### config.mk
export PLATFORM = sky130hd
export DESIGN_NAME = step_monitor_flat
export DESIGN_NICKNAME = d
export VERILOG_FILES = /design/src/rtl/step_monitor_pkg.sv /design/src/rtl/step_monitor_if.sv /design/src/rtl/step_monitor_btn_edge.sv /design/src/rtl/step_monitor.sv /design/src/flat_wrapper.sv
export SDC_FILE = /design/constraint.sdc
export NUM_CORES = 1
export LEC_CHECK = 0
export ABC_AREA = 1
export CAP_MARGIN = 10
export CORE_AREA = 2 2 132 82
export DETAILED_ROUTE_END_ITERATION = 10
export DIE_AREA = 0 0 134 84
export HOLD_SLACK_MARGIN = 0.05
export PLACE_DENSITY = 0.8
export SYNTH_ARGS = -nofsm -noshare
export SYNTH_HDL_FRONTEND = slang
export SYNTH_HIERARCHICAL = 1
export SYNTH_SLANG_ARGS = --single-unit
### constraint.sdc
create_clock -name clk -period 2 [get_ports clk]
set_clock_uncertainty 0.05 [all_clocks]
set_input_delay 0.4 -clock clk [delete_from_list [all_inputs] [get_ports clk]]
set_output_delay 0.4 -clock clk [all_outputs]
set_load 0.02 [all_outputs]
### src/rtl/step_monitor_pkg.sv
// Shared encodings and widths for the run/step debug-view controller.
package step_monitor_pkg;

    localparam int unsigned BTN_W   = 4;
    localparam int unsigned PC_W    = 9;
    localparam int unsigned WORD_W  = 32;
    localparam int unsigned DIGIT_W = 16;
    localparam int unsigned REG_W   = 5;

    localparam int unsigned BTN_STEP = 0;
    localparam int unsigned BTN_RUN  = 1;
    localparam int unsigned BTN_VIEW = 2;
    localparam int unsigned BTN_REG  = 3;

    typedef enum logic [1:0] {
        ST_STOP = 2'd0,
        ST_STEP = 2'd1,
        ST_RUN  = 2'd2
    } state_t;

    typedef enum logic [2:0] {
        VIEW_PC    = 3'd0,
        VIEW_INSTR = 3'd1,
        VIEW_REG   = 3'd2,
        VIEW_ALU   = 3'd3,
        VIEW_CNT   = 3'd4
    } view_t;

    localparam view_t VIEW_LAST = VIEW_CNT;

    // Advance the display view, wrapping after the last one.
    function automatic view_t next_view(input view_t v);
        if (v == VIEW_LAST) return VIEW_PC;
        return view_t'(3'(v + 3'd1));
    endfunction

    function automatic logic [DIGIT_W-1:0] pick_half(input logic [WORD_W-1:0] word,
                                                    input logic hi);
        return hi ? word[WORD_W-1:DIGIT_W] : word[DIGIT_W-1:0];
    endfunction

endpackage

### src/rtl/step_monitor_if.sv
// Board-side signal bundle between the CPU/display and the step monitor.
interface step_monitor_if;
    import step_monitor_pkg::*;

    logic [BTN_W-1:0]   button;
    logic               hi_half;
    logic [PC_W-1:0]    pc;
    logic [WORD_W-1:0]  instr;
    logic [WORD_W-1:0]  reg_rdat;
    logic [WORD_W-1:0]  alu_result;
    logic               cpu_clk_en;
    logic [REG_W-1:0]   reg_sel;
    logic [DIGIT_W-1:0] digit_node;
    logic [3:0]         bin;
    logic               running;

    modport master (
        output button, hi_half, pc, instr, reg_rdat, alu_result,
        input  cpu_clk_en, reg_sel, digit_node, bin, running
    );

    modport slave (
        input  button, hi_half, pc, instr, reg_rdat, alu_result,
        output cpu_clk_en, reg_sel, digit_node, bin, running
    );
endinterface

### src/rtl/step_monitor_btn_edge.sv
// Synchronises slow-domain button levels and flags one-cycle rising edges.
module btn_edge #(
    parameter int unsigned WIDTH       = 4,
    parameter int unsigned SYNC_STAGES = 2
) (
    input  logic             clk,
    input  logic             rst,
    input  logic [WIDTH-1:0] level,
    output logic [WIDTH-1:0] rise_c
);

    logic [WIDTH-1:0] sync_q [SYNC_STAGES];
    logic [WIDTH-1:0] prev;

    always_ff @(posedge clk or negedge rst) begin
        if (!rst) begin
            for (int i = 0; i < int'(SYNC_STAGES); i++) sync_q[i] <= '0;
            prev <= '0;
        end else begin
            sync_q[0] <= level;
            for (int i = 1; i < int'(SYNC_STAGES); i++) sync_q[i] <= sync_q[i-1];
            prev <= sync_q[SYNC_STAGES-1];
        end
    end

    assign rise_c = sync_q[SYNC_STAGES-1] & ~prev;

endmodule

### src/rtl/step_monitor.sv
// Run/step clock-enable generator and debug display selector for the CPU board.
module step_monitor
    import step_monitor_pkg::*;
#(
    parameter int unsigned RUN_DIV     = 25000000,
    parameter int unsigned DIV_W       = 25,
    parameter int unsigned SYNC_STAGES = 2
) (
    input  logic           clk,
    input  logic           rst,
    step_monitor_if.slave  bus
);

    localparam logic [DIV_W-1:0] DIV_LAST = DIV_W'(RUN_DIV - 1);

    logic [BTN_W-1:0]   edge_c;
    state_t             state;
    logic [DIV_W-1:0]   divider;
    logic               cpu_clk_en;
    logic               running;
    logic [DIGIT_W-1:0] step_cnt;
    view_t              view;
    logic [REG_W-1:0]   reg_idx;
    logic [DIGIT_W-1:0] digit_node;
    logic [3:0]         bin;

    btn_edge #(
        .WIDTH       (BTN_W),
        .SYNC_STAGES (SYNC_STAGES)
    ) u_btn_edge (
        .clk    (clk),
        .rst    (rst),
        .level  (bus.button),
        .rise_c (edge_c)
    );

    // Run/step FSM; the enable pulse is registered with the state it belongs to.
    always_ff @(posedge clk or negedge rst) begin
        if (!rst) begin
            state      <= ST_STOP;
            divider    <= '0;
            cpu_clk_en <= 1'b0;
            running    <= 1'b0;
        end else begin
            cpu_clk_en <= 1'b0;
            unique case (state)
                ST_STOP: begin
                    if (edge_c[BTN_RUN]) begin
                        state   <= ST_RUN;
                        running <= 1'b1;
                        divider <= '0;
                    end else if (edge_c[BTN_STEP]) begin
                        state      <= ST_STEP;
                        cpu_clk_en <= 1'b1;
                    end
                end
                ST_STEP: state <= ST_STOP;
                ST_RUN: begin
                    if (edge_c[BTN_RUN]) begin
                        state   <= ST_STOP;
                        running <= 1'b0;
                        divider <= '0;
                    end else if (divider == DIV_LAST) begin
                        divider    <= '0;
                        cpu_clk_en <= 1'b1;
                    end else begin
                        divider <= divider + DIV_W'(1);
                    end
                end
                default: begin
                    state   <= ST_STOP;
                    running <= 1'b0;
                    divider <= '0;
                end
            endcase
        end
    end

    // Step counter plus view and register-index selection.
    always_ff @(posedge clk or negedge rst) begin
        if (!rst) begin
            step_cnt <= '0;
            view     <= VIEW_PC;
            reg_idx  <= '0;
        end else begin
            if (cpu_clk_en) step_cnt <= step_cnt + DIGIT_W'(1);
            if (edge_c[BTN_VIEW]) view <= next_view(view);
            if (edge_c[BTN_REG] && view == VIEW_REG) reg_idx <= reg_idx + REG_W'(1);
        end
    end

    always_ff @(posedge clk or negedge rst) begin
        if (!rst) begin
            digit_node <= '0;
            bin        <= '0;
        end else begin
            unique case (view)
                VIEW_PC:    digit_node <= {7'b0, bus.pc};
                VIEW_INSTR: digit_node <= pick_half(bus.instr, bus.hi_half);
                VIEW_REG:   digit_node <= pick_half(bus.reg_rdat, bus.hi_half);
                VIEW_ALU:   digit_node <= pick_half(bus.alu_result, bus.hi_half);
                VIEW_CNT:   digit_node <= step_cnt;
                default:    digit_node <= '0;
            endcase
            bin <= {running, 3'(view)};
        end
    end

    assign bus.cpu_clk_en = cpu_clk_en;
    assign bus.running    = running;
    assign bus.reg_sel    = reg_idx;
    assign bus.digit_node = digit_node;
    assign bus.bin        = bin;

endmodule

### src/flat_wrapper.sv
// flat-port wrapper written by rule: the top's interface ports become plain ports
module step_monitor_flat import step_monitor_pkg::*;
#(
    parameter int unsigned RUN_DIV     = 25000000,
    parameter int unsigned DIV_W       = 25,
    parameter int unsigned SYNC_STAGES = 2
)
  (clk, rst, bus_button, bus_hi_half, bus_pc, bus_instr, bus_reg_rdat, bus_alu_result, bus_cpu_clk_en, bus_reg_sel, bus_digit_node, bus_bin, bus_running);
  step_monitor_if bus_i ();
  input  logic clk;
  input  logic rst;
  input wire logic [$bits(bus_i.button)-1:0] bus_button;
  input wire logic [$bits(bus_i.hi_half)-1:0] bus_hi_half;
  input wire logic [$bits(bus_i.pc)-1:0] bus_pc;
  input wire logic [$bits(bus_i.instr)-1:0] bus_instr;
  input wire logic [$bits(bus_i.reg_rdat)-1:0] bus_reg_rdat;
  input wire logic [$bits(bus_i.alu_result)-1:0] bus_alu_result;
  output wire logic [$bits(bus_i.cpu_clk_en)-1:0] bus_cpu_clk_en;
  output wire logic [$bits(bus_i.reg_sel)-1:0] bus_reg_sel;
  output wire logic [$bits(bus_i.digit_node)-1:0] bus_digit_node;
  output wire logic [$bits(bus_i.bin)-1:0] bus_bin;
  output wire logic [$bits(bus_i.running)-1:0] bus_running;
  assign bus_i.button = bus_button;
  assign bus_i.hi_half = bus_hi_half;
  assign bus_i.pc = bus_pc;
  assign bus_i.instr = bus_instr;
  assign bus_i.reg_rdat = bus_reg_rdat;
  assign bus_i.alu_result = bus_alu_result;
  assign bus_cpu_clk_en = bus_i.cpu_clk_en;
  assign bus_reg_sel = bus_i.reg_sel;
  assign bus_digit_node = bus_i.digit_node;
  assign bus_bin = bus_i.bin;
  assign bus_running = bus_i.running;
  step_monitor #(.RUN_DIV(RUN_DIV), .DIV_W(DIV_W), .SYNC_STAGES(SYNC_STAGES)) u_core (.clk(clk), .rst(rst), .bus(bus_i));
endmodule
==> flow_metrics.py <==
metrics = {
    "run_status": {
        "outcome": "finished clean",
    },
    "power": {
        "power_density_nw_per_um2": 916,
        "p_total_mw": 6.09,
        "leakage_nw": 2.92,
        "peakVddDrop_mv": 0.751,
    },
    "global_route": {
        "antenna_found_initial": 0,
        "track_usage": 0.257,
        "grt_pass1_vias": 4536,
        "overflow": 0,
        "grt_pass1_wl_um": 22900,
        "grt_start_max_net_pins": 49,
    },
    "drt": {
        "drc": 0,
        "routedWlPerCell_um": 15.3,
        "routed_wirelength_um": 14000,
        "drt_iter0_drc": 564,
        "first_pass_iters": 5,
        "routed_via_density": 5.16,
        "num_vias": 4710,
        "ant_nets": 0,
    },
    "cts": {
        "cts.clk_slew.worst_paths_ns": 0.07,
        "clockBufferDepth": 2,
        "htree_levels": 3,
        "cts_buffers": 9,
        "worstSkewPairLatency_ns": 0.34,
        "root_buffer": "clkbuf_16",
        "cts_tree": "done",
        "cts.sinks": 85,
    },
    "layout": {
        "most-common-layout-cells": "nor2_1 (138), clkdlybuf4s50_1 (137), nand2_1 (109)",
        "nets": 889,
        "seqCellArea_um2": 2130,
        "stdcell_count": 913,
        "syn_to_final_growth_pct": 40.5,
        "mostFrequentLayoutCell": "nor2_1",
        "multi_input_area_um2": 2270,
        "antenna_cells": 0,
        "layout-drive-gt1-share": 0.0827,
        "fillers": 829,
    },
    "sta": {
        "setup_viol": 0,
        "finalCritPeriodShare": 0.926,
        "timing.final.crit_period_ns": 1.85,
        "worst_pin_slew_ns": 0.523,
        "rsz0062_at_grt": "no",
        "slew_headroom": 0.652,
        "hold_violations": 0,
        "maxSlewViolCount": 0,
        "worst_hold_slack_ns": 0.299,
        "fmax_mhz": 540,
        "setup-tns-final_ns": 0,
    },
    "critical_path": {
        "arrival_ns": 2.00,
        "crit_path_frequent_cell": "nand2_1",
        "critPathBufInv": 3,
        "start_kind": "flop",
        "critPathTopFamily": "buffers and inverters",
        "cp_cell_sequence": "inv_1 > ha_1 > nand2_1 > clkinvlp_4 > buf_4 > nand2_1 > o2111ai_1",
        "required_ns": 2.15,
        "slowest_stage": "dfrtp_1",
        "worstSetupPathType": "flop to flop",
        "crit_path_max_fanout": 8,
        "critPathCaptureType": "flop",
        "slowest_delay_ns": 0.40,
    },
    "floorplan": {
        "fp.dieW_um": 134,
        "die_h_um": 84,
        "dieArea_um2": 11300,
        "fp-row-count": 29,
        "core_area_um2": 10200,
        "initial_utilization": 0.464,
        "ios": 139,
    },
    "logic_synthesis": {
        "syn_area_um2": 4730,
        "ys_ff_latch": 85,
        "synth_top_area_cell": "dfrtp_1",
        "synth_top_family_by_area": "simple AND/OR/NAND/NOR gates",
        "synth-simple-area-share": 0.302,
        "synth-xor-area-share": 0.0463,
        "syn_area_per_cell_um2": 7.62,
        "synth_cell_types": 33,
        "synth.top_cell.area_share": 0.450,
        "synthMuxAreaShare": 0.00476,
        "synth_seq_area_share": 0.450,
        "synth-compound-area-share": 0.106,
        "synthTopCellsByArea": "dfrtp_1 (45%), nor2_1 (11%), nand2_1 (8.7%)",
        "synthesis.nets": 741,
        "syn_inst": 621,
        "yosys_warnings": 6,
        "synthAdderAreaFrac": 0.0212,
    },
    "place": {
        "placed_cells": 894,
        "gp_congestion": 0.966,
        "dp_hpwl_um": 10600,
        "numPortBuffers": 138,
    },
    "run": {
        "maxCapViolCount": 0,
    },
    "hold_path": {
        "hold_class": "flop to flop",
    },
}
-- report_power, final --
part	total (mW)	internal (mW)	switching, mW
combinational	2.21	0.999	1.21
clock	1.65	0.877	0.773
sequential	2.24	2.04	0.194
total	6.09	3.92	2.17
-- sequential cells by signal (all words and copies together), names as in the netlist, 2 cells and up --
| name | flops |
|---|---|
| u_core/u_btn_edge/prev | 4 |
| u_core/state | 2 |
| u_core/view | 3 |
| u_core/bus.reg_sel | 5 |
| u_core/divider | 25 |
| u_core/bus.digit_node | 16 |
| u_core/u_btn_edge/sync_q | 8 |
| u_core/step_cnt | 16 |
| u_core/bus.bin | 4 |
-- through the flow --
| step | instance area [um^2] | utilization | setup WS [ns] |
|---|---|---|---|
| global placement | 6320 | 0.620 | 0.208 |
| floorplan | 4730 | - | 0.359 |
| finish | 6650 | 0.652 | 0.149 |
| global route | 6650 | 0.652 | 0.00423 |
| CTS | 6630 | 0.650 | 0.148 |
| detailed placement | 6320 | 0.620 | 0.157 |
-- area by class of cell --
class	count	area share
clock inverters	7	0.0102
flip-flops and latches	85	0.320
well taps	139	0.0262
inverters	67	0.0384
repair buffers	154	0.230
clock buffers	9	0.0339
multi-input cells	452	0.341
-- synth_stat cells (all sizes together) --
cell type,n
a21oi,4
a2bb2oi,1
buf,9
clkbuf,8
dfrtp,85
ha,8
inv,67
mux2,2
nand2,114
nand3,38
nand3b,1
nand4,11
nor2,150
nor3,12
nor4,1
o2111ai,10
o211ai,1
o21ai,67
o221ai,1
o22ai,5
or2,1
xor2,25
-- worst reg2reg max path, delay by kind of cell, from the launching register on --
kind	cells	cell delay [ns]
flops	1	0.40
buf+inv	3	0.60
simple gates	2	0.30
compound gates	1	0.13
fa+ha+maj	1	0.24
-- worst paths after layout --
path / from / to / slack (ns) / cells past startpoint
max: u_core/view[0]$_DFFE_PN0P_ / u_core/bus.digit_node[15]$_DFF_PN0_ / 0.15 / 7
min: u_core/u_btn_edge/sync_q[5]$_DFF_PN0_ / u_core/u_btn_edge/sync_q[1]$_DFF_PN0_ / 0.30 / 0
max reg2reg: u_core/view[0]$_DFFE_PN0P_ / u_core/bus.digit_node[15]$_DFF_PN0_ / 0.15 / 7
min reg2reg: u_core/u_btn_edge/sync_q[5]$_DFF_PN0_ / u_core/u_btn_edge/sync_q[1]$_DFF_PN0_ / 0.30 / 0
max in group asynchronous: rst / u_core/step_cnt[12]$_DFFE_PN0P_ / 0.81 / 3
min in group asynchronous: rst / u_core/bus.digit_node[5]$_DFF_PN0_ / 0.52 / 2
-- repair_timing --
item	4_1_cts	5_1_grt
gates resized for setup	0	2
hold buffers	1	0
setup endpoints to repair	0	11
setup buffers	0	2
endpoints found under the hold margin	36	0
-- cell families (layout without fill, tap and decap cells) --
logic type,count (synthesis),after routing
AOI/OAI and AO/OA,89,89
xor gates and xnor gates,25,25
adders and majority gates,8,8
buffers and inverters,84,237
DFF,85,85
muxes,2,2
and+or+nand+nor,328,328
-- metal layers --
metal | global-route usage | part of all wire | wire length, um
met5 | 0 | 0 | 0
met4 | 0.0706 | 0.017 | 235
met3 | 0.0595 | 0.081 | 1140
met2 | 0.388 | 0.45 | 6300
met1 | 0.372 | 0.45 | 6300
(Power assumes the default switching activity.)
